===== src/rtl/regfile_pkg.sv =====
// Shared constants and state encoding for the self-clearing register file.
package regfile_pkg;

  localparam int DEF_WIDTH     = 32;
  localparam int DEF_ADDR_BITS = 5;

  // Register 0 reads as zero and absorbs writes.
  localparam int REG_ZERO = 0;

  typedef enum logic {
    STATE_CLEAR = 1'b0,
    STATE_READY = 1'b1
  } state_t;

endpackage


===== src/rtl/regfile_clear_seq.sv =====
// Post-reset clear sequencer: walks every entry once, then hands the array to
// the normal write port. Also flags writes that arrive while clearing.
module regfile_clear_seq
  import regfile_pkg::*;
#(
  parameter int ADDR_BITS = DEF_ADDR_BITS
) (
  input  logic                 Clk,
  input  logic                 Reset,
  input  logic                 RegWrite,
  output logic                 busy,
  output logic                 ready,
  output logic                 write_dropped,
  output logic                 clear_en,
  output logic [ADDR_BITS-1:0] clear_addr
);

  localparam logic [ADDR_BITS-1:0] LAST_ADDR = {ADDR_BITS{1'b1}};

  state_t state;

  always_ff @(posedge Clk) begin
    if (Reset) begin
      state         <= STATE_CLEAR;
      clear_addr    <= '0;
      busy          <= 1'b1;
      write_dropped <= 1'b0;
    end else begin
      write_dropped <= RegWrite && (state == STATE_CLEAR);
      if (state == STATE_CLEAR) begin
        clear_addr <= clear_addr + 1'b1;
        // Counter wraps to 0 on the same edge that leaves CLEAR.
        if (clear_addr == LAST_ADDR) begin
          state <= STATE_READY;
          busy  <= 1'b0;
        end
      end
    end
  end

  assign ready    = (state == STATE_READY);
  assign clear_en = (state == STATE_CLEAR) && !Reset;

endmodule


===== src/rtl/regfile_init.sv =====
// Two-read/one-write register file with r0 hardwired to zero, a post-reset
// clear sequence (SRAM-style storage, no bulk reset) and optional write bypass.
module regfile_init
  import regfile_pkg::*;
#(
  parameter int WIDTH     = DEF_WIDTH,
  parameter int ADDR_BITS = DEF_ADDR_BITS,
  parameter int BYPASS    = 1
) (
  input  logic                 Clk,
  input  logic                 Reset,
  output logic [WIDTH-1:0]     ReadData1,
  output logic [WIDTH-1:0]     ReadData2,
  input  logic [WIDTH-1:0]     WriteData,
  input  logic [ADDR_BITS-1:0] ReadRegister1,
  input  logic [ADDR_BITS-1:0] ReadRegister2,
  input  logic [ADDR_BITS-1:0] WriteRegister,
  input  logic                 RegWrite,
  output logic                 Busy,
  output logic                 WriteDropped
);

  localparam int                   DEPTH  = 1 << ADDR_BITS;
  localparam int                   NPORTS = 2;
  localparam logic [ADDR_BITS-1:0] ZERO_A = ADDR_BITS'(REG_ZERO);

  logic                 busy;
  logic                 ready;
  logic                 clear_en;
  logic [ADDR_BITS-1:0] clear_addr;

  regfile_clear_seq #(
    .ADDR_BITS (ADDR_BITS)
  ) u_clear_seq (
    .Clk           (Clk),
    .Reset         (Reset),
    .RegWrite      (RegWrite),
    .busy          (busy),
    .ready         (ready),
    .write_dropped (WriteDropped),
    .clear_en      (clear_en),
    .clear_addr    (clear_addr)
  );

  assign Busy = busy;

  // Single write port shared between the clear sequencer and the datapath.
  logic [WIDTH-1:0]     mem [DEPTH];
  logic                 we;
  logic [ADDR_BITS-1:0] waddr;
  logic [WIDTH-1:0]     wdata;

  always_comb begin
    we    = 1'b0;
    waddr = WriteRegister;
    wdata = WriteData;
    if (clear_en) begin
      we    = 1'b1;
      waddr = clear_addr;
      wdata = '0;
    end else if (ready && !Reset && RegWrite && (WriteRegister != ZERO_A)) begin
      we = 1'b1;
    end
  end

  always_ff @(posedge Clk) begin
    if (we) mem[waddr] <= wdata;
  end

  logic [NPORTS-1:0][ADDR_BITS-1:0] raddr;
  logic [NPORTS-1:0][WIDTH-1:0]     rdata;

  assign raddr = {ReadRegister2, ReadRegister1};

  for (genvar p = 0; p < NPORTS; p++) begin : g_rd
    logic [WIDTH-1:0] rd;
    always_comb begin
      rd = mem[raddr[p]];
      if ((raddr[p] == ZERO_A) || busy)
        rd = '0;
      else if ((BYPASS != 0) && RegWrite && (WriteRegister == raddr[p]))
        rd = WriteData;
    end
    assign rdata[p] = rd;
  end

  assign ReadData1 = rdata[0];
  assign ReadData2 = rdata[1];

endmodule


===== config.mk =====
export PLATFORM = sky130hd
export DESIGN_NAME = regfile_init
export DESIGN_NICKNAME = d
export VERILOG_FILES = /design/src/rtl/regfile_pkg.sv /design/src/rtl/regfile_clear_seq.sv /design/src/rtl/regfile_init.sv
export SDC_FILE = /design/constraint.sdc
export NUM_CORES = 1
export LEC_CHECK = 0
export CORE_ASPECT_RATIO = 1.1
export CORE_MARGIN = 10
export CORE_UTILIZATION = 45
export CTS_CLUSTER_DIAMETER = 100
export DETAILED_ROUTE_END_ITERATION = 8
export HOLD_SLACK_MARGIN = 0.08
export PLACE_DENSITY = 0.69
export SLEW_MARGIN = 30
export SYNTH_ARGS = -nofsm -noshare
export SYNTH_HDL_FRONTEND = slang
export SYNTH_SLANG_ARGS = --single-unit

===== constraint.sdc =====
create_clock -name Clk -period 3.6 [get_ports Clk]
set_input_delay 0.54 -clock Clk [delete_from_list [all_inputs] [get_ports Clk]]
set_output_delay 0.54 -clock Clk [all_outputs]
set_load 0.02 [all_outputs]

Word level (Yosys, flattened, before mapping)
Memory sizes are Yosys's and may differ from the RTL's.
Cells that the tools add are included.
{"block": "op_classes", "reduce_logical": 14, "n_bitwise": 1, "addsub": 1, "n_eq_ne": 3, "muxes": 12}
{"operator": "$mux W32", "count": 5}
{"operator": "$eq A5 B5 Y1", "count": 2}
{"operator": "$logic_not A5 Y1", "count": 2}
{"operator": "$logic_and A1 B1 Y1", "count": 7}
{"operator": "$mux W1", "count": 6}
{"operator": "$add A5 B1 Y5 const B", "count": 1}
{"operator": "$eq A5 B5 Y1 const B", "count": 1}
{"operator": "$mux W5", "count": 1}
{"operator": "$reduce_bool A5 Y1", "count": 1}
{"operator": "$logic_or A1 B1 Y1", "count": 2}
{"operator": "$reduce_and A2 Y1", "count": 1}
{"operator": "$logic_not A1 Y1", "count": 1}
{"operator": "$not A1 Y1", "count": 1}
{"block": "totals", "ramBits": 1024, "register_bits": 8, "output_inout_bits": 66, "word_cells": 36, "mem_count": 1, "input_bits": 50}
{"name": "mem", "depth": 32, "word_bits": 32, "read_ports": 2, "rd_clocked_by_memory_dff": 0, "write_ports": 1, "line": "regfile_init.sv:48", "text": "logic [WIDTH-1:0] mem [DEPTH];"}

Logic depth before layout (Yosys ltp)
{"block": "logic_depth", "ltp_word": 8, "ltp_mapped": 9, "depth_no_buf": 5}

Cells and area by module
Synthesis repeated with hierarchy kept, for this count alone.
{"block": "unflattened", "cells_unflattened": 2632, "area_unflattened_um2": 48470.2}
{"mod": "regfile_init", "seq_area_each_um2": 30749.5, "cells_each": 2601, "area_per_inst_um2": 48133.7, "instances": 1}
{"mod": "regfile_clear_seq", "seq_area_each_um2": 160.2, "cells_each": 31, "area_per_inst_um2": 336.6, "instances": 1}

Least setup slack after synthesis
OpenSTA, ideal clock, no wires.
{"block": "synth_path", "path_type": "input -> register", "startpoint": "in Reset", "endpoint": "mem mem[20][0] (netlist name), enable pin", "required_ps": 3179, "slack_ps": 144, "arrival_time_ps": 3035, "path_stages": 7, "cell_sequence": "clkbuf_1 nor2_2 clkbuf_1 nand3_1 o21ai_0 nand2_1 nor2_1"}
{"block": "synth_between", "elab_chain_cells": 8, "word_cells_on_any_way": 10}
{"item": "from (decl)", "line": "regfile_init.sv:11", "text": "input logic Reset,"}
{"item": "$logic_not A1 Y1 (*)", "line": "regfile_clear_seq.sv:42, regfile_init.sv:61"}
{"item": "$logic_and A1 B1 Y1 (3 in series)", "line": "regfile_init.sv:61", "text": "end else if (ready && !Reset && RegWrite && (WriteRegister != ZERO_A)) begin"}
{"item": "$mux W1", "line": "regfile_init.sv:61"}
{"item": "$mux W1", "line": "regfile_init.sv:57", "text": "if (clear_en) begin"}
{"item": "$mux W1", "line": "regfile_init.sv:67", "text": "if (we) mem[waddr] <= wdata;"}
{"item": "$mux W1 (implied by the code)", "line": "regfile_init.sv:67"}
{"item": "to (decl)", "line": "regfile_init.sv:48"}
Every way passes the cells marked *; elsewhere a longest branch is shown, timed or not.

Final worst setup path
{"block": "layout_path", "startpoint": "in WriteRegister[3]", "endpoint": "out ReadData1[5]"}
{"block": "layout_between", "elab_chain_cells": 4}
{"item": "from (decl)", "line": "regfile_init.sv:17", "text": "input logic [ADDR_BITS-1:0] WriteRegister,"}
{"item": "$eq A5 B5 Y1", "line": "regfile_init.sv:81", "text": "else if ((BYPASS != 0) && RegWrite && (WriteRegister == raddr[p]))"}
{"item": "$logic_and A1 B1 Y1", "line": "regfile_init.sv:81"}
{"item": "$mux W32", "line": "regfile_init.sv:81"}
{"item": "$mux W32", "line": "regfile_init.sv:79", "text": "if ((raddr[p] == ZERO_A) || busy)"}
{"item": "to (decl)", "line": "regfile_init.sv:12", "text": "output logic [WIDTH-1:0] ReadData1,"}
No other way between the ends.

==> metrics.md <==
| Metric | Value |
|---|---|
| WP data arrival | 2.98 ns |
| Hold Path Class | flip-flop to flip-flop |
| CP max-delay cell | clkdlybuf4s50_1 |
| Lkg Pwr | about 19 nW |
| CTS root buffer | clkbuf_16 |
| Slew headroom | 58.8% |
| Average cell area after synthesis | approximately 18 um^2 |
| Tcrit/Tclk final | a little over nine tenths |
| Number of global-route vias before repair | about 32k |
| Sink Count | 1032 |
| FF/Latch Area | approximately 30000 um^2 |
| Top Family by Delay on Critical Path | buffers and inverters |
| Setup-failing EPs final | 0 |
| First DRT Iteration DRCs | 4766 |
| Worst-margin pin slew | ~0.62 ns |
| Antenna cells | 0 |
| Distinct cells, synth | 51 |
| Crit path capture type | output port |
| Internal | between 20 and 25 mW |
| Drt wl/cell | about 36 um |
| CP Cell Sequence | clkdlybuf4s50_1 > buf_4 > xnor2_1 > nand2_1 > nor4_4 > buf_12 > buf_12 > buf_4 > a32o_1 > buf_4 |
| Hold Vio Cnt, Final | 0 |
| Clock transition at path regs | roughly 0.06 ns |
| Fmax | about 0.28 GHz |
| Grt total ovfl | 0 |
| Pwr dens | ~450 nW/um^2 |
| Switching power | 6.01 mW |
| Worst path required time | 3.06 ns |
| Status | finished clean |
| Sequential power share | between 50% and 60% |
| Sequential fraction of the synthesis area | between 60% and 70% |
| Worst-Skew Late Latency | about 0.68 ns |
| First-pass GRT wire length | 230 mm |
| Critical path fanouts, max | 8 |
| DRT Wirelength | between 150 and 200 mm |
| Ys async rst share | 0% |
| Synthesis-to-finish area growth | 18.5% |
| Vias per Instance | a little under 7 |
| Comb pwr share | under 10% |
| Post-DP HPWL | ~100 mm |
| Largest net degree at the start of global routing | 45 |
| Antenna violations before repair | 5 |
| Die Y-Extent | roughly 360 um |
| Pins Over Slew Limit | 0 |
| Synth Flop Type | edfxtp_1 |
| Fill cells | 8214 |
| Die Area | between 100000 and 150000 um^2 |
| Placeable Area | 107000 um^2 |
| Number of buffers created by CTS | 100 |
| Die width | roughly 330 um |
| EDFF count, synth | 1024 |
| Crit Path Class | input port to output port |
| Longest Clk Path Bufs | 3 |
| Area occupied by multi-input gates | about 17000 um^2 |
| Yosys reg bits | between 1k and 1.5k |
| DRC viols | 0 |
| Clock skew | approximately 0.033 ns |
| Layout cells sized above 1 | just under 30% |
| CTS tree | done |
| Tmin final | between 3 and 4 ns |
| Syn Inst Count | approximately 2.7k |
| Critical path launch point type | input port |
| Via count | 31.1k |
| Internal reg-to-reg setup slack | 0.96 ns |
| Post-synth net total | 2754 |
| Cell Area, Synth | 48600 um^2 |
| Global Route Usage Sum | 26.1% |
| Max IR drop VDD | roughly 0.38 mV |
| Post-layout util | between 50% and 60% |
| Power, Total | between 20 and 30 mW |
| Final nets | between 3k and 4k |
| H-tree levels | 3 |
| Placement Setup Slack | -0.115 ns |
| Worst path max stage delay | between 0.4 and 0.5 ns |
| I/O pins | 116 |
| Synth warn | 0 |
| Effective utilization at floorplan | between 40% and 50% |
| Crit-path most repeated cell | buf_4 |
| DR pass1 iterations | 6 |
| Max cap viols | 0 |
| Clock Power Share | 39.1% |
| IO Port Bufs | about 120 |
| Worst setup margin | 0.0795 ns |
| CP bufs+invs | 6 |
| Antenna-violating nets left | 0 |
| Switching power share of the total | 23.0% |
| Std cell rows | ~130 |
| Global placer's final weighted congestion | 0.896 |
## path summary, 6_finish.rpt
path / depth (start not counted) / to / startpoint
setup / recovery: 10 / ReadData1[5] / WriteRegister[3]
setup reg to reg: 5 / mem[20][6] / u_clear_seq.ready
hold / removal: 2 / u_clear_seq.clear_addr[1] / u_clear_seq.clear_addr[1]
hold reg to reg: 2 / u_clear_seq.clear_addr[1] / u_clear_seq.clear_addr[1]
## logic make-up after synthesis
| family | count (synthesis) | share of synthesized area, % |
|---|---|---|
| flip-flops | 1032 | 63.6 |
| multiplexers | 647 | 23.3 |
| AO/OA/AOI/OAI | 455 | 7.11 |
| buffers and inverters | 233 | 2.61 |
| adder cells (fa/ha/maj) | 2 | 0.0515 |
| AND/OR/NAND/NOR | 320 | 3.07 |
| XOR/XNOR | 13 | 0.234 |
## flip-flops by register name (all words and copies together) (netlist names)
register and cells:
u_clear_seq.ready 1, u_clear_seq.write_dropped 1, u_clear_seq.busy 1, mem 1024
u_clear_seq.clear_addr 5
## worst min-delay path, delay by kind of cell (launching register included)
| family | cells | cell delay (ns) |
|---|---|---|
| DFF | 1 | 0.35 |
| and+or+nand+nor | 1 | 0.05 |
| muxes | 1 | 0.14 |
## what timing repair did
item	in CTS	in global routing
setup buffers	1	1
cloned	1	2
hold buffers	0	0
resized for setup	52	16
setup endpoints to repair	51	20
## cells in the mapped netlist, types with 36 or more instances
library cell  count  area (um^2)
a22oi_1          96          721
o221ai_1         63          552
nor2b_1          39          244
nand3_1          36          180
mux2i_1         259         2590
mux4_2          386         8690
buf_2            64          320
a21oi_1          64          320
edfxtp_1       1024        30700
a221oi_1         62          543
clkbuf_1         97          364
nor2_1           77          289
nand2_1         113          424
## cell usage in the layout, fill, tap and decap left out, drive strengths merged, types with 35 or more instances in the layout
cell type / n
edfxtp: 1024
mux4: 386
buf: 321
mux2i: 259
clkbuf: 125
nand2: 113
a22oi: 96
nor2: 79
a21oi: 64
o221ai: 63
a221oi: 63
clkdlybuf4s50: 44
dlygate4sd2: 43
clkinv: 42
nor2b: 39
nand3: 36
o21ai: 36
nand2b: 35
## routing by layer
layer  up-vias  GRT usage, %  share of wire, %
met2      2460          41.4                47
met4         6          11.9               5.0
met3       475          6.53                13
li1      12100             -                 -
met5         -             0             0.022
met1     16100          34.0                35
## final cells by class
cell class / instances / share of cell area (%)
well taps: 1408 / 3.06
clock buffers: 123 / 4.61
multi-input cells: 1437 / 29.1
flip-flops and latches: 1032 / 53.7
inverters: 3 / 0.0196
repair buffers: 424 / 8.70
clock inverters: 56 / 0.782
## power by group through the flow
| stage | Sequential [mW] | Clock [mW] | Combinational (mW) |
|---|---|---|---|
| after detailed placement | 13.7 | 0 | 2.40 |
| after global routing | 13.4 | 10.7 | 2.57 |
| after global placement | 13.6 | 0 | 2.37 |
| after CTS | 13.4 | 10.2 | 2.43 |
| final | 13.4 | 10.2 | 2.48 |
| after floorplan | 13.6 | 0 | 1.43 |
## through the flow
| step | hold slack, ns | setup TNS (ns) | cell area, um^2 | cells |
|---|---|---|---|---|
| CTS | 0.600 | 0 | 57500 | 4480 |
| global route | 0.646 | -0.0745 | 57600 | 4483 |
| global placement | 0.564 | -1.84 | 54300 | 4299 |
| detailed placement | 0.591 | -2.45 | 54300 | 4299 |
| floorplan | 0.509 | 0 | 48600 | 2702 |
| finish | 0.591 | 0 | 57600 | 4483 |
(Power assumes the default switching activity.)
